File: config.mk
export PLATFORM = sky130hd
export DESIGN_NAME = rr_request_tracker_flat
export DESIGN_NICKNAME = d
export VERILOG_FILES = /design/src/rtl/rr_arbiter_pkg.sv /design/src/rtl/rr_request_tracker_if.sv /design/src/rtl/rr_pending_counter.sv /design/src/rtl/rr_request_tracker.sv /design/src/flat_wrapper.sv
export SDC_FILE = /design/constraint.sdc
export NUM_CORES = 1
export LEC_CHECK = 0
export CAP_MARGIN = 20
export CORE_ASPECT_RATIO = 1.5
export CORE_MARGIN = 1.5
export CORE_UTILIZATION = 42
export DETAILED_ROUTE_END_ITERATION = 8
export GPL_ROUTABILITY_DRIVEN = 0
export SLEW_MARGIN = 20
export SYNTH_ARGS = -nofsm -noshare
export SYNTH_HDL_FRONTEND = slang
export SYNTH_SLANG_ARGS = --single-unit
File: constraint.sdc
create_clock -name clock -period 4.8 [get_ports clock]
set_input_delay 0.72 -clock clock [delete_from_list [all_inputs] [get_ports clock]]
set_output_delay 0.72 -clock clock [all_outputs]
set_load 0.05 [all_outputs]
File: src/rtl/rr_arbiter_pkg.sv
// Shared types and constants for the round-robin arbiter and its request tracker.
package rr_arbiter_pkg;

  localparam int unsigned CLIENTS_DEFAULT = 32;
  localparam int unsigned CNT_W_DEFAULT   = 4;
  localparam int unsigned NUM_ERR         = 3;

  typedef logic [CNT_W_DEFAULT-1:0] pend_cnt_t;

  // Bit positions of the sticky error flags; also used by the arbiter checkers.
  typedef enum logic [1:0] {
    OVERFLOW  = 2'd0,
    UNDERFLOW = 2'd1,
    ONEHOT    = 2'd2
  } err_code_e;

endpackage

File: src/rtl/rr_request_tracker_if.sv
// Handshake bundle between the request tracker, its feeder and the arbiter.
interface rr_request_tracker_if
  import rr_arbiter_pkg::*;
#(
  parameter int unsigned CLIENTS = CLIENTS_DEFAULT,
  parameter int unsigned CNT_W   = CNT_W_DEFAULT,
  parameter int unsigned SEL_W   = $clog2(CLIENTS)
);

  logic [CLIENTS-1:0] push;
  logic [CLIENTS-1:0] grant;
  logic               stall;
  logic [CLIENTS-1:0] request;
  logic [CLIENTS-1:0] full;
  logic [SEL_W-1:0]   count_sel;
  logic [CNT_W-1:0]   count_out;
  logic               overflow_err;
  logic               underflow_err;
  logic               onehot_err;

  modport master (
    output push, grant, stall, count_sel,
    input  request, full, count_out, overflow_err, underflow_err, onehot_err
  );

  modport slave (
    input  push, grant, stall, count_sel,
    output request, full, count_out, overflow_err, underflow_err, onehot_err
  );

endinterface

File: src/rtl/rr_pending_counter.sv
// Single-client saturating pending-transaction counter; never wraps in either direction.
module rr_pending_counter #(
  parameter int unsigned CNT_W = 4
) (
  input  logic             clock,
  input  logic             reset,
  input  logic             i_push,
  input  logic             i_consume,
  output logic [CNT_W-1:0] o_count,
  output logic             o_nonzero,
  output logic             o_full,
  output logic             o_over,
  output logic             o_under
);

  localparam logic [CNT_W-1:0] MaxCnt = '1;

  logic [CNT_W-1:0] r_count;
  logic [CNT_W-1:0] w_count_next;
  logic             w_nonzero;
  logic             w_full;

  assign w_nonzero = (r_count != '0);
  assign w_full    = (r_count == MaxCnt);

  always_comb begin
    w_count_next = r_count;
    o_over       = 1'b0;
    o_under      = 1'b0;
    case ({i_push, i_consume})
      2'b10: begin
        if (w_full) o_over = 1'b1;
        else        w_count_next = r_count + 1'b1;
      end
      2'b01: begin
        if (w_nonzero) w_count_next = r_count - 1'b1;
        else           o_under = 1'b1;
      end
      2'b11: begin
        // Push and grant cancel out; at zero the push lands but the grant was bogus.
        if (!w_nonzero) begin
          w_count_next    = '0;
          w_count_next[0] = 1'b1;
          o_under         = 1'b1;
        end
      end
      default: ;
    endcase
  end

  always_ff @(posedge clock) begin
    if (reset) r_count <= '0;
    else       r_count <= w_count_next;
  end

  assign o_count   = r_count;
  assign o_nonzero = w_nonzero;
  assign o_full    = w_full;

endmodule

File: src/rtl/rr_request_tracker.sv
// Per-client pending counters driving the arbiter request vector, with sticky protocol errors.
module rr_request_tracker
  import rr_arbiter_pkg::*;
#(
  parameter int unsigned CLIENTS = CLIENTS_DEFAULT,
  parameter int unsigned CNT_W   = CNT_W_DEFAULT
) (
  input logic                 clock,
  input logic                 reset,
  rr_request_tracker_if.slave io_bus
);

  logic [CLIENTS-1:0] w_consume;
  logic [CLIENTS-1:0] w_nonzero;
  logic [CLIENTS-1:0] w_full;
  logic [CLIENTS-1:0] w_over;
  logic [CLIENTS-1:0] w_under;
  logic [CNT_W-1:0]   w_count [CLIENTS];
  logic               w_multi;
  logic [NUM_ERR-1:0] r_err;
  logic [NUM_ERR-1:0] w_err_next;
  logic [CNT_W-1:0]   w_count_out;

  assign w_consume = io_bus.grant & {CLIENTS{~io_bus.stall}};

  for (genvar gi = 0; gi < CLIENTS; gi++) begin : g_client
    rr_pending_counter #(
      .CNT_W (CNT_W)
    ) u_cnt (
      .clock     (clock),
      .reset     (reset),
      .i_push    (io_bus.push[gi]),
      .i_consume (w_consume[gi]),
      .o_count   (w_count[gi]),
      .o_nonzero (w_nonzero[gi]),
      .o_full    (w_full[gi]),
      .o_over    (w_over[gi]),
      .o_under   (w_under[gi])
    );
  end

  // Clearing the lowest set bit leaves something only when two or more bits were set.
  assign w_multi = |(w_consume & (w_consume - 1'b1));

  always_comb begin
    w_err_next = r_err;
    if (|w_over)  w_err_next[OVERFLOW]  = 1'b1;
    if (|w_under) w_err_next[UNDERFLOW] = 1'b1;
    if (w_multi)  w_err_next[ONEHOT]    = 1'b1;
  end

  always_ff @(posedge clock) begin
    if (reset) r_err <= '0;
    else       r_err <= w_err_next;
  end

  // Out-of-range selects match no client and read back zero.
  always_comb begin
    w_count_out = '0;
    for (int unsigned i = 0; i < CLIENTS; i++) begin
      if (32'(io_bus.count_sel) == i) w_count_out = w_count[i];
    end
  end

  assign io_bus.request       = w_nonzero;
  assign io_bus.full          = w_full;
  assign io_bus.count_out     = w_count_out;
  assign io_bus.overflow_err  = r_err[OVERFLOW];
  assign io_bus.underflow_err = r_err[UNDERFLOW];
  assign io_bus.onehot_err    = r_err[ONEHOT];

endmodule
File: src/flat_wrapper.sv
// flat-port wrapper written by rule: the top's interface ports become plain ports
module rr_request_tracker_flat import rr_arbiter_pkg::*;
#(
  parameter int unsigned CLIENTS = CLIENTS_DEFAULT,
  parameter int unsigned CNT_W   = CNT_W_DEFAULT
)
  (clock, reset, io_bus_push, io_bus_grant, io_bus_stall, io_bus_count_sel, io_bus_request, io_bus_full, io_bus_count_out, io_bus_overflow_err, io_bus_underflow_err, io_bus_onehot_err);
  rr_request_tracker_if #(.CLIENTS(CLIENTS), .CNT_W(CNT_W)) io_bus_i ();
  input logic clock;
  input logic reset;
  input wire logic [$bits(io_bus_i.push)-1:0] io_bus_push;
  input wire logic [$bits(io_bus_i.grant)-1:0] io_bus_grant;
  input wire logic [$bits(io_bus_i.stall)-1:0] io_bus_stall;
  input wire logic [$bits(io_bus_i.count_sel)-1:0] io_bus_count_sel;
  output wire logic [$bits(io_bus_i.request)-1:0] io_bus_request;
  output wire logic [$bits(io_bus_i.full)-1:0] io_bus_full;
  output wire logic [$bits(io_bus_i.count_out)-1:0] io_bus_count_out;
  output wire logic [$bits(io_bus_i.overflow_err)-1:0] io_bus_overflow_err;
  output wire logic [$bits(io_bus_i.underflow_err)-1:0] io_bus_underflow_err;
  output wire logic [$bits(io_bus_i.onehot_err)-1:0] io_bus_onehot_err;
  assign io_bus_i.push = io_bus_push;
  assign io_bus_i.grant = io_bus_grant;
  assign io_bus_i.stall = io_bus_stall;
  assign io_bus_i.count_sel = io_bus_count_sel;
  assign io_bus_request = io_bus_i.request;
  assign io_bus_full = io_bus_i.full;
  assign io_bus_count_out = io_bus_i.count_out;
  assign io_bus_overflow_err = io_bus_i.overflow_err;
  assign io_bus_underflow_err = io_bus_i.underflow_err;
  assign io_bus_onehot_err = io_bus_i.onehot_err;
  rr_request_tracker #(.CLIENTS(CLIENTS), .CNT_W(CNT_W)) u_core (.clock(clock), .reset(reset), .io_bus(io_bus_i));
endmodule
Word level (Yosys, flattened, before mapping):

Index checks and enable logic that the tools add are counted.

* add/sub/neg operators: 65
* eq/ne operators: 255
* mux-type cells: 288
* bitwise gates (word level): 3
* reduce and logical (&&, ||, !) cells: 132

Operators with widths (count)
* $mux 4: 128
* $pmux 4 s3: 32
* $ne 2x2->1 const B: 96
* $add 4x1->4 const B: 32
* $eq 2x2->1 const B: 64
* $eq 4x4->1 const B: 32
* $mux 1: 128
* $reduce_and 4->1: 32
* $reduce_bool 4->1: 32
* $sub 4x1->4 const B: 32
* $reduce_bool 3->1: 32
* $reduce_or 32->1: 3
* $eq 5x5->1 const B: 16
* $and 32x32->32: 2
* $eq 2x1->1 const B: 32
* $reduce_or 2->1: 32
* $eq 5x4->1 const B: 8
* $sub 32x1->32 const B: 1
* $eq 5x3->1 const B: 4
* $eq 5x2->1 const B: 2
* $eq 5x1->1 const B: 1
* $logic_not 5->1: 1
* $not 1->1: 1

* register bits after elaboration: 131
* bits of input ports: 72
* output and inout bits: 71
* word-level logic and storage cells: 778

Longest topological paths before layout:

* depth in word-level cells: 33
* depth in mapped cells: 11
* mapped depth without buffers: 9

By module:

From an unflattened synthesis, not the netlist that was laid out.

* cells, all modules: 1525
* area, all modules: 12659.6 sq um

Modules (own cells, without submodules)
* rr_pending_counter: times used 32, cells an instance 36, area an instance 317.8 sq um
* rr_request_tracker: times used 1, cells an instance 373, area an instance 2489.9 sq um

Worst setup path before layout:

No wires, ideal clock.

* path type: in2out
* from: in io_bus_count_sel[4]
* to: out io_bus_count_out[2]
* data arrival time: 2.756 ns
* required time: 4.080 ns
* path slack: 1.324 ns
* stages on the path: 7
* buffers on the path: 2
* path through: clkbuf_1 -> clkbuf_1 -> nand3b_1 -> o31ai_1 -> nand4b_1 -> a21oi_1 -> o221ai_1

* longest elaborated chain between the ends: 33
* elaborated cells between the ends (all ways): 64
* those cells by class: 31 x eq/ne; 32 x mux; 1 x reduce/logical

RTL lines
* start: declaration: line flat_wrapper.sv:14 `input wire logic [$bits(io_bus_i.count_sel)-1:0] io_bus_count_sel;`
* $logic_not 5->1: line rr_request_tracker.sv:61 `if (32'(io_bus.count_sel) == i) w_count_out = w_count[i];`
* $mux 4 (31 in a row): line rr_request_tracker.sv:61
* $mux 4 *: line rr_request_tracker.sv:61
* end: declaration: line flat_wrapper.sv:17 `output wire logic [$bits(io_bus_i.count_out)-1:0] io_bus_count_out;`

Every way passes the cells marked *; elsewhere a longest branch is shown, timed or not.

Worst setup path after layout:

* from: in io_bus_count_sel[2]
* to: out io_bus_count_out[2]

Same word-level chain as after synthesis.

==> impl_metrics.py <==
metrics = {
    "run_status": {
        "status": "finished, final reports clean",
    },
    "worst_setup_path": {
        "path_cells": "clkdlybuf4s50_1 > buf_4 > or3b_1 > a2111oi_0 > a21oi_1 > a22o_1 > a21oi_1 > o221ai_1 > buf_4",
        "cp-end-kind": "output port",
        "cp.arrival_ns": 3.29,
        "path_delay_family": "compound AO/OA/AOI/OAI gates",
        "r2r_slack_ns": 2.10,
        "crit_path_top_delay_cell": "clkdlybuf4s50_1",
        "crit_buf_inv": 3,
        "r2r_cells": 6,
        "r2r-end": "u_core.r_err[1]",
        "cp_max_fo": 16,
        "startpoint_type": "input pin",
        "crit_type": "input pin to output port",
        "rr_startpoint": "u_core.g_client[21].u_cnt.o_count[1]",
        "required_ns": 4.08,
        "slowest_delay_ns": 0.49,
    },
    "layout": {
        "synthToLayoutAreaGrowth_pct": 15.0,
        "final_common_cell": "nor2_1",
        "drive_above_1_share_pct": 6.64,
        "num-nets-final": 1752,
        "design_area_sq_um": 14100,
        "final_cell_mix": "nor2_1 (177), clkdlybuf4s50_1 (134), dfxtp_1 (131), a21oi_1 (107), nand2_1 (100)",
        "final_util_pct": 49.2,
        "diodes": 0,
        "fillers": 2852,
    },
    "floorplan": {
        "dieArea_sq_um": 30300,
        "die_w_um": 143,
        "io_pins": 143,
        "coreArea_sq_um": 28700,
        "start_util_pct": 42.8,
        "rows": 76,
        "die_h_um": 212,
    },
    "cts": {
        "clk_pin_slew_ns": 0.06,
        "cts_buffers": 17,
        "post_cts_resized": 0,
        "cts_tree": "done",
        "hold_buffers": 0,
        "cts_setup_buffers": 0,
        "clk_latency_ns": 0.44,
        "cts_root_buf": "clkbuf_16",
        "clock-sinks": 131,
        "htree_levels": 4,
        "clock_path_buffers": 2,
    },
    "place": {
        "dpl_cell_area_sq_um": 13500,
        "port_buffers": 142,
        "place_ws_ns": 0.872,
        "place_hpwl_um": 32700,
    },
    "global_route": {
        "grt_pass1_wl_um": 65100,
        "gr-total-overflow": 0,
        "grt_pass1_vias": 11300,
        "grt_max_degree": 70,
        "grt_usage_pct": 28.1,
        "antenna_found_initial": 1,
    },
    "drt": {
        "avgRoutedWirePerCell_um": 21.2,
        "ant_nets": 0,
        "vias": 12100,
        "drt-initial-drc-count": 1011,
        "first_pass_iters": 5,
        "post_drt_via_cell_ratio": 6.09,
        "drc": 0,
        "drt-total-wl_um": 42100,
    },
    "yosys": {
        "synthesis.nets": 1730,
        "synth_top_cell_by_area": "dfxtp_1",
        "synth_cells": 1562,
        "ys.flop_type": "dfxtp_1",
        "synth_seq_cells": 131,
        "yosysWarnings": 0,
        "netlist_area_sq_um": 12300,
        "synth-edff-count": 0,
        "synth_top_area_share_pct": 21.3,
        "async_flop_share_pct": 0,
        "yosysSeqAreaShare_pct": 21.3,
        "postSynthAreaPerCell_sq_um": 7.87,
        "synth_cell_types": 68,
        "netlist_top_cells_area": "dfxtp_1 (21%), ha_1 (6.5%), nor2_1 (5.4%)",
    },
    "sta": {
        "timing.clock.skew_ns": 0.00862,
        "rsz0062_at_grt": "false",
        "worst_pin_slew_ns": 0.814,
        "finalMaxSlewViolations": 0,
        "max_slew_margin_pct": 45.2,
        "fmaxAchievable_mhz": 250,
        "setup-tns-final_ns": 0,
        "worst_slack_ns": 0.793,
        "fin_crit_ns": 4.01,
        "fin_crit_sh_pct": 83.5,
        "setup_viol": 0,
        "hold_violations": 0,
    },
    "min_path": {
        "worstHoldStart": "u_core.g_client[30].u_cnt.o_count[3]",
        "hold_end": "u_core.g_client[30].u_cnt.o_count[3]",
        "hp-class": "flip-flop to flip-flop",
        "holdPathStages": 1,
    },
    "power": {
        "totalPowerFinal_mw": 4.20,
        "leakage_nw": 6.21,
        "ir_drop_mv": 0.243,
        "power_density_nw_per_um2": 297,
    },
    "run": {
        "drv_cap": 0,
    },
}
-- area by class of cell --
| type | count | area (sq um) | share of cell area, % |
|---|---|---|---|
| flip-flops and latches | 131 | 2620 | 18.6 |
| multi-input cells | 1242 | 8670 | 61.4 |
| clock buffers | 24 | 502 | 3.55 |
| well taps | 390 | 488 | 3.45 |
| inverters | 38 | 143 | 1.01 |
| clock inverters | 8 | 146 | 1.04 |
| repair buffers | 154 | 1560 | 11.0 |
-- power by group --
part	internal [mW]	switching (mW)
clock	0.938	0.523
combinational	0.531	0.848
sequential	1.18	0.180
total	2.65	1.55
-- synth_stat cells (4+ instances only) --
cell type	n
clkbuf_1	61
mux4_2	4
nand2_1	100
a22oi_1	56
or4_1	34
or2_1	6
a211oi_1	8
o211ai_1	7
nand2b_1	41
and3_1	17
mux2i_1	61
o221ai_1	8
a22o_1	15
a21oi_1	107
and4_1	32
buf_4	69
inv_1	38
dfxtp_1	131
a31oi_1	28
and2_1	6
a21o_1	35
nand3b_1	10
nand4_1	9
buf_2	18
o32ai_1	4
nor4_1	5
fa_1	32
ha_1	64
mux2_2	44
nor2_1	177
xor2_1	31
o22ai_1	24
o31ai_1	7
nor3_1	36
a311oi_1	16
nand3_1	51
or3_1	17
o21ai_0	62
nor2b_1	15
o21ai_1	30
nor3b_1	5
-- state kept, by name (all words and copies together), names as in the netlist --
name	count
u_core.g_client.u_cnt.o_count	128
u_core.r_err	3
-- worst reg2reg max path: stages (launching register included) --
cell     delay (ns)
dfxtp_1        0.53
or4_1          0.28
o22ai_1        0.18
nor4_1         0.76
nand4_1        0.33
nor3_1         0.42
nor2_1         0.08
-- metrics by stage --
step / hold WS (ns) / cells
2_1_floorplan: 0.470 / 1562
3_3_place_gp: 0.500 / 1955
3_5_place_dp: 0.506 / 1955
4_1_cts: 0.520 / 1987
5_1_grt: 0.550 / 1987
6_report: 0.535 / 1987
-- per-layer routing --
layer / share of wire, % / global-route usage, %
met4: 6.3 / 16.9
met5: 0.031 / 0
met2: 48 / 47.0
met1: 40 / 33.7
met3: 5.6 / 4.57
-- cell families after synthesis --
logic type | count (synthesis) | synth area share, %
and+or+nand+nor | 576 | 24.5
AOI/OAI and AO/OA | 428 | 22.3
buffers and inverters | 189 | 8.06
DFF | 131 | 21.3
muxes | 109 | 9.73
adders and majority gates | 97 | 11.8
xor gates and xnor gates | 32 | 2.28
-- worst max path at each step --
| stage | from | endpoint | depth (start not counted) |
|---|---|---|---|
| after detailed placement | io_bus_count_sel[2] | io_bus_count_out[2] | 9 |
| final | io_bus_count_sel[2] | io_bus_count_out[2] | 9 |
| after global routing | io_bus_count_sel[2] | io_bus_count_out[2] | 9 |
| after floorplan | io_bus_count_sel[4] | io_bus_count_out[2] | 7 |
| after global placement | io_bus_count_sel[2] | io_bus_count_out[2] | 9 |
| after CTS | io_bus_count_sel[2] | io_bus_count_out[2] | 9 |
(Power assumes the default switching activity.)
